--- config.mk ---
export PLATFORM = sky130hd
export DESIGN_NAME = mor1kx_branch_resolver_flat
export DESIGN_NICKNAME = d
export VERILOG_FILES = /design/src/rtl/mor1kx_branch_resolver_if.sv /design/src/rtl/mor1kx_branch_resolver.sv /design/src/flat_wrapper.sv
export SDC_FILE = /design/constraint.sdc
export NUM_CORES = 1
export LEC_CHECK = 0
export ABC_AREA = 1
export CAP_MARGIN = 20
export CORE_MARGIN = 4
export CORE_UTILIZATION = 30
export DETAILED_ROUTE_END_ITERATION = 16
export PLACE_DENSITY_LB_ADDON = 0.25
export SLEW_MARGIN = 20
export SYNTH_ARGS = -nofsm -noshare
export SYNTH_HDL_FRONTEND = slang
export SYNTH_SLANG_ARGS = --single-unit
--- constraint.sdc ---
create_clock -name clk -period 3.95 [get_ports clk]
set_input_delay 0.9875 -clock clk [delete_from_list [all_inputs] [get_ports clk]]
set_output_delay 0.9875 -clock clk [all_outputs]
set_load 0.05 [all_outputs]
--- src/rtl/mor1kx_branch_resolver_if.sv ---
// Branch resolver bus: decode-side prediction push, execute-side resolution,
// and the predictor-update / misprediction results returned to the core.
// "slave" is the resolver's view; "master" is the pipeline's view.
interface mor1kx_branch_resolver_if #(
   parameter int IDX_BITS             = 10,
   parameter int DEPTH                = 4,
   parameter int OPTION_OPERAND_WIDTH = 32
);

   localparam int CNT_W = $clog2(DEPTH + 1);

   // prediction push from decode
   logic                            pred_valid_i;
   logic [IDX_BITS-1:0]             pred_idx_i;
   logic                            pred_taken_i;
   logic [OPTION_OPERAND_WIDTH-1:0] pred_pc_i;
   logic                            pred_ready_o;

   // resolution from execute
   logic                            res_valid_i;
   logic                            res_taken_i;
   logic                            flush_i;

   // results back to the predictor / fetch
   logic                            upd_valid_o;
   logic [IDX_BITS-1:0]             upd_idx_o;
   logic                            upd_taken_o;
   logic                            mispredict_o;
   logic [OPTION_OPERAND_WIDTH-1:0] mispredict_pc_o;
   logic [CNT_W-1:0]                count_o;
   logic                            underflow_o;
   logic [15:0]                     mispredict_cnt_o;

   modport slave (
      input  pred_valid_i,
      input  pred_idx_i,
      input  pred_taken_i,
      input  pred_pc_i,
      output pred_ready_o,
      input  res_valid_i,
      input  res_taken_i,
      input  flush_i,
      output upd_valid_o,
      output upd_idx_o,
      output upd_taken_o,
      output mispredict_o,
      output mispredict_pc_o,
      output count_o,
      output underflow_o,
      output mispredict_cnt_o
   );

   modport master (
      output pred_valid_i,
      output pred_idx_i,
      output pred_taken_i,
      output pred_pc_i,
      input  pred_ready_o,
      output res_valid_i,
      output res_taken_i,
      output flush_i,
      input  upd_valid_o,
      input  upd_idx_o,
      input  upd_taken_o,
      input  mispredict_o,
      input  mispredict_pc_o,
      input  count_o,
      input  underflow_o,
      input  mispredict_cnt_o
   );

endinterface

--- src/rtl/mor1kx_branch_resolver.sv ---
// In-order branch resolver. Conditional-branch predictions are queued at
// decode and popped, oldest first, when execute resolves a branch. Each pop
// produces a predictor training strobe one cycle later; a wrong prediction
// additionally emits a misprediction pulse with the branch PC, bumps a
// saturating counter and discards everything younger still in the queue.
module mor1kx_branch_resolver #(
   parameter int IDX_BITS             = 10,
   parameter int DEPTH                = 4,
   parameter int OPTION_OPERAND_WIDTH = 32
) (
   input logic                     clk,
   input logic                     rst,
   mor1kx_branch_resolver_if.slave br_if
);

   localparam int                PTR_W   = $clog2(DEPTH);
   localparam int                CNT_W   = $clog2(DEPTH + 1);
   localparam logic [CNT_W-1:0]  DEPTH_C = CNT_W'(DEPTH);
   localparam logic [15:0]       CNT_MAX = 16'hFFFF;

   // ------------------------------------------------------------------
   // Queue storage and pointers
   // ------------------------------------------------------------------
   logic [IDX_BITS-1:0]             idx_q [DEPTH];
   logic [DEPTH-1:0]                taken_q;
   logic [OPTION_OPERAND_WIDTH-1:0] pc_q  [DEPTH];

   logic [PTR_W-1:0] wr_ptr_q, wr_ptr_d;
   logic [PTR_W-1:0] rd_ptr_q, rd_ptr_d;
   logic [CNT_W-1:0] count_q,  count_d;

   // ------------------------------------------------------------------
   // Registered outputs
   // ------------------------------------------------------------------
   logic                            upd_valid_q,      upd_valid_d;
   logic [IDX_BITS-1:0]             upd_idx_q,        upd_idx_d;
   logic                            upd_taken_q,      upd_taken_d;
   logic                            mispredict_q,     mispredict_d;
   logic [OPTION_OPERAND_WIDTH-1:0] mispredict_pc_q,  mispredict_pc_d;
   logic                            underflow_q,      underflow_d;
   logic [15:0]                     mispredict_cnt_q, mispredict_cnt_d;

   // ------------------------------------------------------------------
   // Per-cycle events
   // ------------------------------------------------------------------
   logic                            pred_ready_s;
   logic                            push_s;
   logic                            pop_s;
   logic                            underflow_s;
   logic                            mispred_s;
   logic                            store_s;
   logic [IDX_BITS-1:0]             head_idx_s;
   logic                            head_taken_s;
   logic [OPTION_OPERAND_WIDTH-1:0] head_pc_s;

   // No bypass when full: a pop in the same cycle does not open a slot.
   assign pred_ready_s = (count_q < DEPTH_C) && !rst;

   assign head_idx_s   = idx_q[rd_ptr_q];
   assign head_taken_s = taken_q[rd_ptr_q];
   assign head_pc_s    = pc_q[rd_ptr_q];

   // Decode this cycle's push/pop/underflow/mispredict; a flush masks all of them.
   always_comb begin
      push_s      = 1'b0;
      pop_s       = 1'b0;
      underflow_s = 1'b0;
      mispred_s   = 1'b0;
      if (br_if.flush_i) begin
         push_s      = 1'b0;
         pop_s       = 1'b0;
         underflow_s = 1'b0;
         mispred_s   = 1'b0;
      end else begin
         push_s      = br_if.pred_valid_i && pred_ready_s;
         pop_s       = br_if.res_valid_i && (count_q != CNT_W'(0));
         underflow_s = br_if.res_valid_i && (count_q == CNT_W'(0));
         mispred_s   = pop_s && (head_taken_s != br_if.res_taken_i);
      end
   end

   // A push that coincides with a mispredicting pop is younger and is dropped.
   assign store_s = push_s && !mispred_s;

   // Pointer and occupancy next-state; pointers wrap naturally at DEPTH (power of two).
   always_comb begin
      wr_ptr_d = wr_ptr_q;
      rd_ptr_d = rd_ptr_q;
      count_d  = count_q;
      if (br_if.flush_i || mispred_s) begin
         wr_ptr_d = PTR_W'(0);
         rd_ptr_d = PTR_W'(0);
         count_d  = CNT_W'(0);
      end else begin
         if (store_s) begin
            wr_ptr_d = wr_ptr_q + PTR_W'(1);
         end else begin
            wr_ptr_d = wr_ptr_q;
         end
         if (pop_s) begin
            rd_ptr_d = rd_ptr_q + PTR_W'(1);
         end else begin
            rd_ptr_d = rd_ptr_q;
         end
         case ({store_s, pop_s})
            2'b10:   count_d = count_q + CNT_W'(1);
            2'b01:   count_d = count_q - CNT_W'(1);
            default: count_d = count_q;
         endcase
      end
   end

   // Result next-state: training strobe on every pop, mispredict info on wrong direction.
   always_comb begin
      upd_valid_d      = pop_s;
      upd_idx_d        = upd_idx_q;
      upd_taken_d      = upd_taken_q;
      mispredict_d     = mispred_s;
      mispredict_pc_d  = mispredict_pc_q;
      underflow_d      = underflow_s;
      mispredict_cnt_d = mispredict_cnt_q;
      if (pop_s) begin
         upd_idx_d   = head_idx_s;
         upd_taken_d = br_if.res_taken_i;
      end else begin
         upd_idx_d   = upd_idx_q;
         upd_taken_d = upd_taken_q;
      end
      if (mispred_s) begin
         mispredict_pc_d = head_pc_s;
         if (mispredict_cnt_q != CNT_MAX) begin
            mispredict_cnt_d = mispredict_cnt_q + 16'd1;
         end else begin
            mispredict_cnt_d = mispredict_cnt_q;
         end
      end else begin
         mispredict_pc_d  = mispredict_pc_q;
         mispredict_cnt_d = mispredict_cnt_q;
      end
   end

   // Queue entry storage: written at the write pointer on an accepted push.
   always_ff @(posedge clk) begin
      if (rst) begin
         for (int i = 0; i < DEPTH; i++) begin
            idx_q[i] <= {IDX_BITS{1'b0}};
            pc_q[i]  <= {OPTION_OPERAND_WIDTH{1'b0}};
         end
         taken_q <= {DEPTH{1'b0}};
      end else if (store_s) begin
         idx_q[wr_ptr_q]   <= br_if.pred_idx_i;
         taken_q[wr_ptr_q] <= br_if.pred_taken_i;
         pc_q[wr_ptr_q]    <= br_if.pred_pc_i;
      end
   end

   // Control and result registers; reset clears queue state and every output.
   always_ff @(posedge clk) begin
      if (rst) begin
         wr_ptr_q         <= PTR_W'(0);
         rd_ptr_q         <= PTR_W'(0);
         count_q          <= CNT_W'(0);
         upd_valid_q      <= 1'b0;
         upd_idx_q        <= {IDX_BITS{1'b0}};
         upd_taken_q      <= 1'b0;
         mispredict_q     <= 1'b0;
         mispredict_pc_q  <= {OPTION_OPERAND_WIDTH{1'b0}};
         underflow_q      <= 1'b0;
         mispredict_cnt_q <= 16'd0;
      end else begin
         wr_ptr_q         <= wr_ptr_d;
         rd_ptr_q         <= rd_ptr_d;
         count_q          <= count_d;
         upd_valid_q      <= upd_valid_d;
         upd_idx_q        <= upd_idx_d;
         upd_taken_q      <= upd_taken_d;
         mispredict_q     <= mispredict_d;
         mispredict_pc_q  <= mispredict_pc_d;
         underflow_q      <= underflow_d;
         mispredict_cnt_q <= mispredict_cnt_d;
      end
   end

   assign br_if.pred_ready_o     = pred_ready_s;
   assign br_if.upd_valid_o      = upd_valid_q;
   assign br_if.upd_idx_o        = upd_idx_q;
   assign br_if.upd_taken_o      = upd_taken_q;
   assign br_if.mispredict_o     = mispredict_q;
   assign br_if.mispredict_pc_o  = mispredict_pc_q;
   assign br_if.count_o          = count_q;
   assign br_if.underflow_o      = underflow_q;
   assign br_if.mispredict_cnt_o = mispredict_cnt_q;

endmodule

--- src/flat_wrapper.sv ---
// flat-port wrapper written by rule: the top's interface ports become plain ports
module mor1kx_branch_resolver_flat 
#(
   parameter int IDX_BITS             = 10,
   parameter int DEPTH                = 4,
   parameter int OPTION_OPERAND_WIDTH = 32
)
  (clk, rst, br_if_pred_valid_i, br_if_pred_idx_i, br_if_pred_taken_i, br_if_pred_pc_i, br_if_pred_ready_o, br_if_res_valid_i, br_if_res_taken_i, br_if_flush_i, br_if_upd_valid_o, br_if_upd_idx_o, br_if_upd_taken_o, br_if_mispredict_o, br_if_mispredict_pc_o, br_if_count_o, br_if_underflow_o, br_if_mispredict_cnt_o);
  mor1kx_branch_resolver_if #(.IDX_BITS(IDX_BITS), .DEPTH(DEPTH), .OPTION_OPERAND_WIDTH(OPTION_OPERAND_WIDTH)) br_if_i ();
  input logic clk;
  input logic rst;
  input wire logic [$bits(br_if_i.pred_valid_i)-1:0] br_if_pred_valid_i;
  input wire logic [$bits(br_if_i.pred_idx_i)-1:0] br_if_pred_idx_i;
  input wire logic [$bits(br_if_i.pred_taken_i)-1:0] br_if_pred_taken_i;
  input wire logic [$bits(br_if_i.pred_pc_i)-1:0] br_if_pred_pc_i;
  output wire logic [$bits(br_if_i.pred_ready_o)-1:0] br_if_pred_ready_o;
  input wire logic [$bits(br_if_i.res_valid_i)-1:0] br_if_res_valid_i;
  input wire logic [$bits(br_if_i.res_taken_i)-1:0] br_if_res_taken_i;
  input wire logic [$bits(br_if_i.flush_i)-1:0] br_if_flush_i;
  output wire logic [$bits(br_if_i.upd_valid_o)-1:0] br_if_upd_valid_o;
  output wire logic [$bits(br_if_i.upd_idx_o)-1:0] br_if_upd_idx_o;
  output wire logic [$bits(br_if_i.upd_taken_o)-1:0] br_if_upd_taken_o;
  output wire logic [$bits(br_if_i.mispredict_o)-1:0] br_if_mispredict_o;
  output wire logic [$bits(br_if_i.mispredict_pc_o)-1:0] br_if_mispredict_pc_o;
  output wire logic [$bits(br_if_i.count_o)-1:0] br_if_count_o;
  output wire logic [$bits(br_if_i.underflow_o)-1:0] br_if_underflow_o;
  output wire logic [$bits(br_if_i.mispredict_cnt_o)-1:0] br_if_mispredict_cnt_o;
  assign br_if_i.pred_valid_i = br_if_pred_valid_i;
  assign br_if_i.pred_idx_i = br_if_pred_idx_i;
  assign br_if_i.pred_taken_i = br_if_pred_taken_i;
  assign br_if_i.pred_pc_i = br_if_pred_pc_i;
  assign br_if_pred_ready_o = br_if_i.pred_ready_o;
  assign br_if_i.res_valid_i = br_if_res_valid_i;
  assign br_if_i.res_taken_i = br_if_res_taken_i;
  assign br_if_i.flush_i = br_if_flush_i;
  assign br_if_upd_valid_o = br_if_i.upd_valid_o;
  assign br_if_upd_idx_o = br_if_i.upd_idx_o;
  assign br_if_upd_taken_o = br_if_i.upd_taken_o;
  assign br_if_mispredict_o = br_if_i.mispredict_o;
  assign br_if_mispredict_pc_o = br_if_i.mispredict_pc_o;
  assign br_if_count_o = br_if_i.count_o;
  assign br_if_underflow_o = br_if_i.underflow_o;
  assign br_if_mispredict_cnt_o = br_if_i.mispredict_cnt_o;
  mor1kx_branch_resolver #(.IDX_BITS(IDX_BITS), .DEPTH(DEPTH), .OPTION_OPERAND_WIDTH(OPTION_OPERAND_WIDTH)) u_core (.clk(clk), .rst(rst), .br_if(br_if_i));
endmodule
==> results.ini <==
[outcome]
status=complete, no violations

[finish]
fin_cells=1672
postLayoutCoreUtil_pct=37.37
multi_input_area_mm2=0.003420
drive_gt1_share_pct=11.09
finalInstanceArea_mm2=0.01297
nNetsFinal=1253
n_fill_cell=3535
syn_to_final_growth_pct=22.24
diodes=0
seq_area_mm2=0.006511

[global_route]
grt_pass1_vias=7889
overflow=0
grt_max_degree=85
antenna_found_initial=0
grt_pass1_wl_mm=44.06
grt_usage_pct=14.13

[setup_path]
end_kind=primary output
max_stage_delay_ns=0.80
path_cells=buf_2 > nor2_2 > clkdlybuf4s50_1
criticalPathCategory=primary input to primary output
crit_fanout=2
ff2ff_path_depth=10
path_buf_inv=2
reg2reg_from=u_core.rd_ptr_q[0]$_SDFFE_PP0P_
r2r-end=u_core.pc_q[3][21]$_DFFE_PP_
path_delay_family=buffers and inverters
slowest_stage=clkdlybuf4s50_1
cp.arrival_ns=2.00
setup.worst_path.start_class=primary input
r2r_slack_ns=1.42
crit_required_ns=2.96

[drt]
drc=0
drt_wl_total_mm=27.63
wl_per_cell_um=16.53
drtIter0Drc=471
ant_nets=0
vias_per_cell=4.730
firstDrtPassIters=5
vias=7908

[synthesis]
synth_nets=1156
synth-seq-area-share_pct=61.31
yosys_warnings=0
yosys.area_share.simple_pct=21.04
synth-compound-area-share_pct=9.739
netlist_instances=1100
synth_top_family_by_area=simple AND/OR/NAND/NOR gates
synthesis.area_mm2=0.01061
synth_adder_area_share_pct=0.8961
syn_avg_cell_area_um2=9.647
synth-xor-area-share_pct=0.4127
synth_seq_cells=241
synthMuxAreaShare_pct=0
synth.distinct_cells=30

[clocking]
clk_latency_ns=0.52
clock-sinks=241
postCtsSetupRepairBufs=0
htree_levels=1
tritoncts=built
clkSlewWorstSetupHoldPaths_ns=0.06
cts_resized=0
clock-root-buffer=clkbuf_16
clockBufferDepth=3
cts_made_buffers=26
cts_hold_buf=0

[timing]
rsz0062_at_grt=false
max-slew-margin-rel_pct=39.81
fmax_mhz=335.3
period_share_pct=75.51
fin_tns_setup_ns=0
min_period_ns=2.983
finalClockSkew_ns=0.01371
setup_viol=0
hold_violations=0
finalMaxSlewViolations=0
tightest_slew_ns=0.9028
fin_hold_ws_ns=0.4677

[hold_path]
min_path_type=flop to flop
whs_path_depth=2
hold_path_end=u_core.br_if.mispredict_pc_o[15]$_SDFFE_PP0P_
worst_hold_startpoint=u_core.br_if.mispredict_pc_o[15]$_SDFFE_PP0P_

[power]
cellPowerDensity_mw_per_mm2=426.4
p_leak_nw=4.803
peakVddDrop_uv=367.3

[run]
maxCapViolCount=0

[placement]
port_buffers=114
placedCellCount=1624
gp_congestion=0.7923
dpl_cell_area_mm2=0.01212
dp_hpwl_mm=16.57

[floorplanning]
die_y_um=196.1
die_w_um=196.1
core-area_mm2=0.03471
rows=68
initial_utilization_pct=30.57
dieArea_mm2=0.03844
io_pins=115

[through the flow]
stage | setup WS [ns] | total power [mW]
detailed placement | 0.6471 | 3.154
finish | 0.9674 | 5.531
floorplan | 0.1861 | 3.018
CTS | 0.9564 | 5.596
global placement | 0.6637 | 3.150
global route | 0.9076 | 5.735
[cell families after synthesis]
kind of cell / after synthesis
flip-flops: 241
XOR/XNOR: 5
adder cells (fa/ha/maj): 7
AND/OR/NAND/NOR: 509
buffers and inverters: 142
AO/OA/AOI/OAI: 196
[cell usage after synthesis]
cell type | instances | share of area (%)
a21oi_1 | 54 | 2.5
a31oi_1 | 10 | 0.59
buf_1 | 1 | 0.035
buf_2 | 11 | 0.52
buf_4 | 9 | 0.64
buf_6 | 16 | 1.7
clkbuf_1 | 30 | 1.1
dfxtp_1 | 73 | 14
edfxtp_1 | 168 | 48
fa_1 | 1 | 0.19
ha_1 | 6 | 0.71
inv_1 | 71 | 2.5
inv_2 | 4 | 0.14
nand2_1 | 145 | 5.1
nand2_2 | 2 | 0.12
nand2_4 | 2 | 0.21
nand3_1 | 24 | 1.1
nand3_2 | 4 | 0.38
nand3b_1 | 2 | 0.14
nand4_1 | 17 | 1.0
nand4_4 | 2 | 0.40
nor2_1 | 253 | 8.9
nor2_2 | 52 | 3.1
nor2_4 | 3 | 0.32
nor3_1 | 1 | 0.047
nor3b_1 | 2 | 0.14
o21ai_0 | 99 | 4.7
o21ai_1 | 1 | 0.047
o22ai_1 | 32 | 1.9
xor2_1 | 5 | 0.41
[per-layer routing]
layer	up-vias	wire length, um	track usage [%]
met3	31	1592	2.542
met1	3812	12090	18.45
li1	3884	-	-
met4	0	524	3.491
met2	181	13430	24.41
met5	-	0	0
[power breakdown]
part | internal [mW] | switching [mW] | leakage (nW)
Clock | 1.46 | 0.976 | 0.416
Combinational | 0.0961 | 0.188 | 2.05
Sequential | 2.79 | 0.0225 | 2.34
Total | 4.34 | 1.19 | 4.80
[area by class of cell]
class	instances	share of cell area [%]
clock buffer	35	5.518
inverter	75	2.170
sequential	241	50.20
tap	455	4.389
clock inverter	13	1.042
multi-input combinational	717	26.36
timing repair buffer	136	10.32
[worst max-delay path by stage]
stage	startpoint	to	cells past startpoint	slack [ns]
after floorplan	rst	u_core.idx_q[3][0]$_DFFE_PP_	7	0.19
after global placement	br_if_res_valid_i	u_core.br_if.count_o[2]$_SDFFE_PP0P_	11	0.66
after detailed placement	br_if_res_valid_i	u_core.pc_q[3][28]$_DFFE_PP_	9	0.65
after CTS	rst	br_if_pred_ready_o	3	0.96
after global routing	rst	br_if_pred_ready_o	3	0.91
final	rst	br_if_pred_ready_o	3	0.97
[sequential cells by signal, summed over array words and instances, names as in the netlist]
name	count
u_core.pc_q	128
u_core.idx_q	40
u_core.br_if.mispredict_pc_o	32
u_core.br_if.mispredict_cnt_o	16
u_core.br_if.upd_idx_o	10
u_core.taken_q	4
u_core.br_if.count_o	3
u_core.rd_ptr_q	2
u_core.wr_ptr_q	2
u_core.br_if.mispredict_o	1
u_core.br_if.underflow_o	1
u_core.br_if.upd_taken_o	1
u_core.br_if.upd_valid_o	1
[worst min-delay path: cells and delay by family (launching register included)]
family / cells / cell delay (ns)
flops: 1 / 0.31
simple gates: 1 / 0.06
compound gates: 1 / 0.05
[placed cells by master (no fill, tap or decap), drive strengths merged, types with 9 or more instances in the layout]
cell type | synthesis | layout
a21oi | 54 | 54
nand3 | 28 | 28
buf | 37 | 23
clkinv | 0 | 9
inv | 75 | 75
o21ai | 100 | 100
a31oi | 10 | 10
nor2 | 308 | 308
clkdlybuf4s50 | 0 | 113
clkbuf | 30 | 35
o22ai | 32 | 32
nand4 | 19 | 19
nand2 | 149 | 149
edfxtp | 168 | 168
dfxtp | 73 | 73
Power figures use the tool's default switching activity.
